[src/rtl/grab_tile_pkg.sv]
// Shared constants and types for the tile grab path: framebuffer geometry,
// clip key colour, address width and the grab FSM encoding.
package grab_tile_pkg;

  localparam int          ADDR_W    = 19;
  localparam int          FB_W      = 640;
  localparam int          FB_H      = 480;
  localparam logic [15:0] KEY_COLOR = 16'hF81F;

  typedef enum logic [1:0] {
    S_IDLE,
    S_READ,
    S_DRAIN,
    S_FIN
  } state_t;

endpackage

[src/rtl/grab_addr_gen.sv]
// Maps (tile origin, pixel counter) to a framebuffer address and a clip flag.
// Bounds checking is compiled in only when GRAB_TILE_CLIP_EN is defined.
module grab_addr_gen
  import grab_tile_pkg::*;
#(
  parameter int TILE_W = 32,
  parameter int CNT_W  = 10
) (
  input  logic [9:0]        x,
  input  logic [9:0]        y,
  input  logic [CNT_W-1:0]  cnt,
  output logic [ADDR_W-1:0] src_addr,
  output logic              clip
);

  localparam int COL_W = $clog2(TILE_W);

  // 11-bit coordinates so a tile hanging past the framebuffer edge is visible.
  logic [10:0]       col;
  logic [10:0]       row;
  logic [ADDR_W-1:0] row_base;

  always_comb begin
    col      = {1'b0, x} + 11'(cnt[COL_W-1:0]);
    row      = {1'b0, y} + 11'(cnt >> COL_W);
    row_base = ADDR_W'(row) * ADDR_W'(FB_W);
    src_addr = row_base + ADDR_W'(col);
  end

`ifdef GRAB_TILE_CLIP_EN
  assign clip = (col >= 11'(FB_W)) || (row >= 11'(FB_H));
`else
  assign clip = 1'b0;
`endif

endmodule

[src/rtl/grab_tile.sv]
// Copies a TILE_W x TILE_H region of the RGB565 framebuffer into linear tile RAM,
// one read per cycle, pipelined over RD_LAT cycles. Clipping: GRAB_TILE_CLIP_EN.
module grab_tile
  import grab_tile_pkg::*;
#(
  parameter int TILE_W = 32,
  parameter int TILE_H = 32,
  parameter int RD_LAT = 2
) (
  input  logic              clk,
  input  logic              rstn,
  input  logic              start,
  input  logic [9:0]        x,
  input  logic [9:0]        y,
  input  logic [ADDR_W-1:0] tile_addr,
  output logic              busy,
  output logic              done,
  output logic              src_rd,
  output logic [ADDR_W-1:0] src_addr,
  input  logic [15:0]       src_data,
  output logic              dst_wr,
  output logic [ADDR_W-1:0] dst_addr,
  output logic [15:0]       dst_data
);

  localparam int               NPIX       = TILE_W * TILE_H;
  localparam int               CNT_W      = $clog2(NPIX);
  localparam logic [CNT_W-1:0] LAST_PIX   = CNT_W'(NPIX - 1);
  localparam logic [CNT_W-1:0] DRAIN_LAST = CNT_W'(RD_LAT - 1);

  state_t            state, state_d;
  logic [CNT_W-1:0]  cnt, cnt_d;
  logic              capture;
  logic              issue;
  logic [9:0]        x_q, y_q;
  logic [ADDR_W-1:0] base_q;
  logic [ADDR_W-1:0] gen_addr;
  logic              gen_clip;

  // One slot per outstanding read; slot RD_LAT-1 lines up with src_data.
  logic [RD_LAT-1:0]            pv;
  logic [RD_LAT-1:0]            pclip;
  logic [RD_LAT-1:0][CNT_W-1:0] pidx;

  grab_addr_gen #(
    .TILE_W (TILE_W),
    .CNT_W  (CNT_W)
  ) u_addr_gen (
    .x        (x_q),
    .y        (y_q),
    .cnt      (cnt),
    .src_addr (gen_addr),
    .clip     (gen_clip)
  );

  // NOTE: every register below uses <= so all of them see pre-edge values.
  always_ff @(posedge clk or negedge rstn) begin
    if (!rstn) begin
      state  <= S_IDLE;
      cnt    <= '0;
      x_q    <= '0;
      y_q    <= '0;
      base_q <= '0;
      pv     <= '0;
      pclip  <= '0;
      pidx   <= '0;
    end else begin
      state <= state_d;
      cnt   <= cnt_d;
      if (capture) begin
        x_q    <= x;
        y_q    <= y;
        base_q <= tile_addr;
      end
      pv[0]    <= issue;
      pclip[0] <= gen_clip;
      pidx[0]  <= cnt;
      for (int i = 1; i < RD_LAT; i++) begin
        pv[i]    <= pv[i-1];
        pclip[i] <= pclip[i-1];
        pidx[i]  <= pidx[i-1];
      end
    end
  end

  // NOTE: defaults first so no path through the case leaves a latch behind.
  always_comb begin
    state_d  = state;
    cnt_d    = cnt;
    capture  = 1'b0;
    issue    = 1'b0;
    done     = 1'b0;
    busy     = (state != S_IDLE);
    case (state)
      S_IDLE: begin
        if (start) begin
          state_d = S_READ;
          cnt_d   = '0;
          capture = 1'b1;
        end
      end
      S_READ: begin
        issue = 1'b1;
        if (cnt == LAST_PIX) begin
          state_d = S_DRAIN;
          cnt_d   = '0;
        end else begin
          cnt_d = cnt + CNT_W'(1);
        end
      end
      S_DRAIN: begin
        if (cnt == DRAIN_LAST) begin
          state_d = S_FIN;
          cnt_d   = '0;
        end else begin
          cnt_d = cnt + CNT_W'(1);
        end
      end
      S_FIN: begin
        done    = 1'b1;
        state_d = S_IDLE;
      end
      default: state_d = S_IDLE;
    endcase
    src_rd   = issue & ~gen_clip;
    src_addr = issue ? gen_addr : '0;
  end

  assign dst_wr   = pv[RD_LAT-1];
  assign dst_addr = dst_wr ? base_q + ADDR_W'(pidx[RD_LAT-1]) : '0;
  assign dst_data = !dst_wr            ? 16'h0000 :
                    pclip[RD_LAT-1]    ? KEY_COLOR : src_data;

endmodule

[config.mk]
export PLATFORM = sky130hd
export DESIGN_NAME = grab_tile
export DESIGN_NICKNAME = d
export VERILOG_FILES = /design/src/rtl/grab_tile_pkg.sv /design/src/rtl/grab_addr_gen.sv /design/src/rtl/grab_tile.sv
export SDC_FILE = /design/constraint.sdc
export NUM_CORES = 1
export LEC_CHECK = 0
export CAP_MARGIN = 20
export CORE_MARGIN = 8
export CORE_UTILIZATION = 38
export CTS_CLUSTER_DIAMETER = 100
export CTS_CLUSTER_SIZE = 8
export DETAILED_ROUTE_END_ITERATION = 10
export PLACE_DENSITY = 0.7
export SLEW_MARGIN = 20
export SYNTH_ARGS = -nofsm -noshare
export SYNTH_HDL_FRONTEND = slang
export SYNTH_SLANG_ARGS = --single-unit
[constraint.sdc]
create_clock -name clk -period 6.6 [get_ports clk]
set_input_delay 1.98 -clock clk [delete_from_list [all_inputs] [get_ports clk]]
set_output_delay 1.98 -clock clk [all_outputs]
set_load 0.005 [all_outputs]
==> results of run 1 <==
through the flow:
stage                     utilization [%]  setup WS [ns]  hold WS, ns
after detailed placement             49.6          0.281        0.335
after CTS                            52.3        0.00709        0.347
after global routing                 53.1         0.0237        0.359
after floorplan                         -           1.07        0.331
final                                53.1          0.278        0.347
after global placement               49.6          0.424        0.333
worst max-delay path, stage by stage, from the launching register on:
cell             delay [ns]
dfrtp_1                0.41
ha_4                   0.18
inv_1                  0.05
fa_2                   0.35
nor2b_1                0.12
o21ai_0                0.08
nand2b_1               0.13
a21o_1                 0.16
nand2_2                0.10
xor2_4                 0.19
xnor2_1                0.14
ha_1                   0.34
or2_1                  0.25
o311a_1                0.16
o31ai_2                0.19
a21boi_4               0.22
and3b_2                0.20
xnor2_1                0.10
and2_1                 0.14
clkdlybuf4s50_1        0.51
what timing repair did:
item,in CTS,in global routing
buffers inserted,2,3
resized for setup,3,16
endpoints found under the hold margin,0,0
pin swaps,1,5
setup endpoints to repair,1,5
final cells by class:
type / count / area (sq um)
Clock inverter: 5 / 81.3
Fill cell: 1164 / 5950
Inverter: 22 / 82.6
Sequential cell: 73 / 1830
Timing Repair Buffer: 121 / 1200
Multi-Input combinational cell: 392 / 3090
Tap cell: 172 / 215
Clock buffer: 10 / 229
state kept, by name, indices dropped and copies added (netlist names):
signal  cells
pidx       20
base_q     19
cnt        10
x_q        10
y_q        10
pv          2
state       2
worst min path at each step:
| stage | from | end | slack (ns) | cells after the start |
|---|---|---|---|---|
| after floorplan | pidx[0] | pidx[10] | 0.33 | 0 |
| after global placement | pv[0] | pv[1] | 0.33 | 0 |
| after detailed placement | pidx[8] | pidx[18] | 0.33 | 0 |
| after CTS | pidx[8] | pidx[18] | 0.35 | 0 |
| after global routing | pidx[3] | pidx[13] | 0.36 | 0 |
| final | pidx[3] | pidx[13] | 0.35 | 0 |
power by group through the flow:
stage	logic [mW]	clock network (mW)	registers (mW)
after floorplan	0.00490	0	0.456
after global placement	0.0582	0	0.456
after detailed placement	0.0588	0	0.456
after CTS	0.0589	0.519	0.448
after global routing	0.0626	0.543	0.447
final	0.0573	0.508	0.448
synth_stat cells (5+ instances only):
master    instances  area share, %
nand2_1          29            2.2
a21oi_1          20            2.0
o31ai_1           5           0.76
and3_1           12            1.5
o21ai_0          25            2.5
and2_1           43            5.4
mux2_2           41            9.3
nor3_1            5           0.50
xor2_1           16            2.8
nand3_1          11            1.1
xnor2_1          23            4.1
nor2_1           24            1.8
clkbuf_1          9           0.68
inv_1            21            1.6
a21o_1           11            1.7
nand2b_1         13            1.6
or3_1             5           0.63
dfrtp_1          73             37
o21ai_1           7           0.71
ha_1             42             11
mux2i_1           6            1.2
cells by family after synthesis:
kind of cell             count (synthesis)  share of synthesized area (%)
AND/OR/NAND/NOR                        161                           17.7
adder cells (fa/ha/maj)                 46                           12.2
flip-flops                              73                           36.8
multiplexers                            47                           10.5
XOR/XNOR                                39                           6.87
buffers and inverters                   35                           2.72
AO/OA/AOI/OAI                           99                           13.2
routing by layer:
metal  vias to the layer above  global-route usage, %  part of all wire, %
met5                         -                      0                    0
met4                         0                   3.31                 0.87
met3                         9                   4.04                  8.1
met2                       126                   23.4                   45
met1                      1889                   18.2                   46
li1                       1993                      -                    -
==> summary.md, run 1 <==
| Metric | Value |
|---|---|
| Non-Filler Cell Area, Final | 6720 sq um |
| CP startpoint | cnt[5] |
| Distinct cells, synth | between 50 and 60 |
| Fin. max-slew vios | 0 |
| Post-Syn Area | 4970 sq um |
| Vias in the first global route | 4,129 |
| Post-synth EDFFs | 0 |
| I/O pins | approximately 120 |
| Critical path endpoint | src_addr[17] |
| Die X | 130 um |
| IO buf count | 115 |
| Std cell rows | 41 |
| Fin. Hold Viols | 0 |
| Syn Area/Cell | approximately 9.9 sq um |
| Most common cell after layout, fill and taps aside | clkdlybuf4s50_1 |
| Seq/Total Area, Yosys | 36.8% |
| RSZ-0062 raised after global routing | false |
| Gr ovfl total | 0 |
| CTS Buf Count | 9 |
| Post-DP HPWL | 9120 um |
| Flop-to-flop setup slack | 4.24 ns |
| Placed Cells incl. Taps | 775 |
| Wire per inst | 15.0 um |
| Period utilisation layout | 95.8% |
| Die area | 17,000 sq um |
| Reg clk slew, reported paths | 0.06 ns |
| Net switching fraction of the power | 19.4% |
| Core ar. | 12,700 sq um |
| Cell internal pwr | 816 uW |
| Worst slew pin tran | between 0.9 and 1 ns |
| Drt first pass iters | 4 |
| Reg power frac | between 40 and 50% |
| Commonest non-fill, non-tap cells in the layout | clkdlybuf4s50_1 (113), dfrtp_1 (70), and2_1 (43) |
| VDD IR max | 0.108 mV |
| Largest net degree at the start of global routing | 74 |
| Cells on worst reg2reg path | 7 |
| Initial Util | 39.2% |
| Final Non-Filler Cells | 795 |
| Finish-stage setup viols | 0 |
| Max_cap viols | 0 |
| Skew-Pair Late Insertion Delay | between 0.3 and 0.4 ns |
| Comb pwr share | 5.7% |
| Starting DRT DRC Count | roughly 180 |
| Clock power share | about 50% |
| WP data arrival | 4.34 ns |
| Post-synthesis async set-or-reset flop share | 100% |
| DR vias/cell | 5.05 |
| Worst setup path class | flop to output pin |
| Dpl cell area | 6290 sq um |
| Initial antenna violation count | 0 |
| DRT antenna net count | 0 |
| PwrDens | 151 nW/um^2 |
| Synthesis-to-layout area growth | 35.3% |
| Chip Height | 130 um |
| Crit. End Element | output pin |
| TritonCTS clock tree | built |
| Final TNS setup | 0 ns |
| Fmax | 158 MHz |
| R2R Path Start | state[1] |
| CTS Sinks | 73 |
| Startpoint type of the worst setup path | flop |
| CTS Root Cell | clkbuf_16 |
| Total chip power | between 1 and 1.5 mW |
| Synth Register Bits | 73 |
| Vias | 4,017 |
| Final GP Congestion | 0.848 |
| Final net count | 723 |
| Lkg Pwr | 3.12 nW |
| CP max FO | 4 |
| # diodes | 0 |
| Post-Route Skew | 0.00487 ns |
| Period minus WS final | roughly 6.3 ns |
| First-pass GRT wire length | 19,700 um |
| Syn Nets | 604 |
| Worst Hold Class | flop to flop |
| H-tree depth | 3 |
| Yosys warns | 0 |
| Slew HR | 38.6% |
| Share of layout cells above drive strength 1 | 14.0% |
| Final WL | 11,900 um |
| Tot GR Track Use | between 10 and 15% |
| Req. time, crit path | 4.62 ns |
| RR Endpoint | cnt[7] |
| Post-CTS Hold Buffers | 0 |
| Switch Pwr | approximately 200 uW |
| Cell count after synthesis | 500 |
| Status | complete, no violations |
| Clock Path Buffers | 2 |
| Main synth FF type | dfrtp_1 |
| DRC errors left | 0 |
No activity file was read; power rests on OpenSTA's default activity.
==> run 2, diff against run 1 <==
--- a/config.mk
+++ b/config.mk
@@ -5,7 +5,6 @@
 export SDC_FILE = /design/constraint.sdc
 export NUM_CORES = 1
 export LEC_CHECK = 0
-export CAP_MARGIN = 20
 export CORE_MARGIN = 8
 export CORE_UTILIZATION = 38
 export CTS_CLUSTER_DIAMETER = 100
==> results of run 2 <==
Final layout, timing and power as in run 1 (identical DEF).
==> run 3, diff against run 2 <==
==> constraint.sdc (replaced) <==
create_clock -name clk -period 6.6 [get_ports clk]
set_input_delay 1.98 -clock clk [delete_from_list [all_inputs] [get_ports clk]]
set_output_delay 1.98 -clock clk [all_outputs]
set_load 0.05 [all_outputs]
==> run 3 against run 2 <==
Against the previous run: die area did not move; clock skew rose by 0.0046 ns; cell count fell by 0.38%; non-clock buffer count fell by 4; sequential power barely moved; critical path type unchanged; critical path depth did not move; total power fell by 1.4%; wire length rose by 1.3%; global-route usage fell by 0.27 points; sequential share of layout area rose by 0.38 points.
==> summary.md, run 3 (synthesis gave the netlist of run 1 again) <==
| Metric | Value |
|---|---|
| Status | complete, no violations |
| WP data arrival | 4.37 ns |
| Drt first pass iters | 4 |
| Worst setup path class | flop to output pin |
| Tot GR Track Use | 14.0% |
| Max reg flops | 20 |
| DRC errors left | 0 |
| Vias | between 4k and 5k |
| Final TNS setup | 0 ns |
| Starting DRT DRC Count | 226 |
| Non-Filler Cell Area, Final | 6630 sq um |
| Final net count | 719 |
| Die X | around 130 um |
| CP max FO | 6 |
| Fin. Hold Viols | 0 |
| Dpl cell area | 6280 sq um |
| DRT antenna net count | 0 |
| Top flop regs | pidx (20), base_q (19) |
| Post-DP HPWL | 9190 um |
| Std cell rows | 41 |
| Fin. max-slew vios | 0 |
| Flop-to-flop setup slack | approximately 4.2 ns |
| Die area | about 17,000 sq um |
| PwrDens | roughly 150 nW/um^2 |
| Fmax | about 160 MHz |
| Lkg Pwr | 3.11 nW |
| Skew-Pair Late Insertion Delay | 0.33 ns |
| Final WL | 12,100 um |
| # diodes | 0 |
| Initial antenna violation count | 0 |
| Final Non-Filler Cells | 792 |
| Commonest non-fill, non-tap cells in the layout | clkdlybuf4s50_1 (108), dfrtp_1 (70), and2_1 (43) |
| Period minus WS final | between 6 and 7 ns |
| Wire per inst | 15.3 um |
| Post-Route Skew | 0.00948 ns |
| CTS Sinks | 73 |
| Gr ovfl total | 0 |
| VDD IR max | 0.117 mV |
| CP startpoint | cnt[5] |
| Slew HR | roughly 39% |
| Hold Crit Start | pv[0] |
| Place WS | 0.435 ns |
| Final GP Congestion | roughly 0.86 |
| Min setup slack post-route | 0.253 ns |
| Worst Hold Class | flop to flop |
| Req. time, crit path | 4.62 ns |
| Chip Height | 130 um |
| Period utilisation layout | 96.2% |
| CTS Buf Count | 9 |
| Finish-stage setup viols | 0 |
| Post-CTS Hold Buffers | 0 |
| R2R Path Start | cnt[1] |
| Worst slew pin tran | 0.918 ns |
| Vias in the first global route | between 4k and 5k |
| IO buf count | between 100 and 150 |
| Placed Cells incl. Taps | 775 |
| Share of layout cells above drive strength 1 | ~14% |
| Clock Path Buffers | 2 |
| Reg with most FFs | pidx |
| Initial Util | 39.2% |
| CTS Root Cell | clkbuf_16 |
| Max_cap viols | 0 |
| Core ar. | approximately 13,000 sq um |
| Fin util | 52.3% |
| First-pass GRT wire length | 19,300 um |
| Reg clk slew, reported paths | 0.06 ns |
| H-tree depth | 3 |
| Crit. End Element | output pin |
| Most common cell after layout, fill and taps aside | clkdlybuf4s50_1 |
| I/O pins | ~120 |
| Synthesis-to-layout area growth | 33.4% |
| Filler cells | 1,190 |
| Largest net degree at the start of global routing | 74 |
| Startpoint type of the worst setup path | flop |
| TritonCTS clock tree | built |
| DR vias/cell | 5.11 |
-- run 3: cell types whose count changed in the layout (fill, tap and decap cells not counted), moves of 2 or more --
cell and change:
clkdlybuf4s50_1 -5, inv_6 +2, inv_8 +3, xor2_2 +2, bufinv_16 -2
-- run 3: final timing paths --
check / end / cells after the start
worst min register to register: pv[1] / 0
worst max-delay path: src_addr[18] / 19
min in group asynchronous: x_q[6] / 1
worst max register to register: cnt[5] / 9
worst min-delay path: pv[1] / 0
max in group asynchronous: pv[1] / 1
-- run 3: per-stage QoR --
stage	hold slack, ns	total power [mW]
2_1_floorplan	0.331	0.478
3_3_place_gp	0.332	0.531
3_5_place_dp	0.335	0.532
4_1_cts	0.348	1.01
5_1_grt	0.359	1.04
6_report	0.348	0.999
-- run 3: where the power goes --
group / internal (mW) / switching, mW
sequential: 0.447 / 0
combinational: 0.0399 / 0.0347
clock: 0.266 / 0.211
-- run 3: layout make-up --
| class | count | area [sq um] | share of cell area [%] |
|---|---|---|---|
| multi-input combinational | 392 | 3050 | 46.0 |
| clock inverter | 7 | 68.8 | 1.04 |
| timing repair buffer | 117 | 1160 | 17.5 |
| tap | 172 | 215 | 3.25 |
| clock buffer | 9 | 225 | 3.40 |
| inverter | 22 | 82.6 | 1.25 |
| sequential | 73 | 1830 | 27.6 |
-- run 3: per-layer routing --
layer	track usage [%]	wire, um	up-vias
met2	23.2	5540	130
li1	-	-	1977
met1	17.2	5400	1928
met5	0	0	-
met4	4.12	118	0
met3	4.12	1040	11
-- run 3: repair_timing --
item                                    CTS  global route
setup buffers                             0             1
endpoints found under the setup margin    0             3
resized for setup                         0            12
-- run 3: worst max-delay path: stages, from the launching register on --
cell	delay, ns
dfrtp_2	0.40
ha_1	0.20
inv_1	0.06
fa_1	0.40
nor2b_1	0.11
o21ai_0	0.08
nand2b_1	0.15
a21o_1	0.17
nand2_2	0.09
xor2_2	0.18
xnor2_1	0.15
ha_1	0.36
or2_1	0.26
o31ai_1	0.11
xnor2_1	0.25
and4_4	0.29
nand2_1	0.06
or3_1	0.35
and3_1	0.18
buf_4	0.18
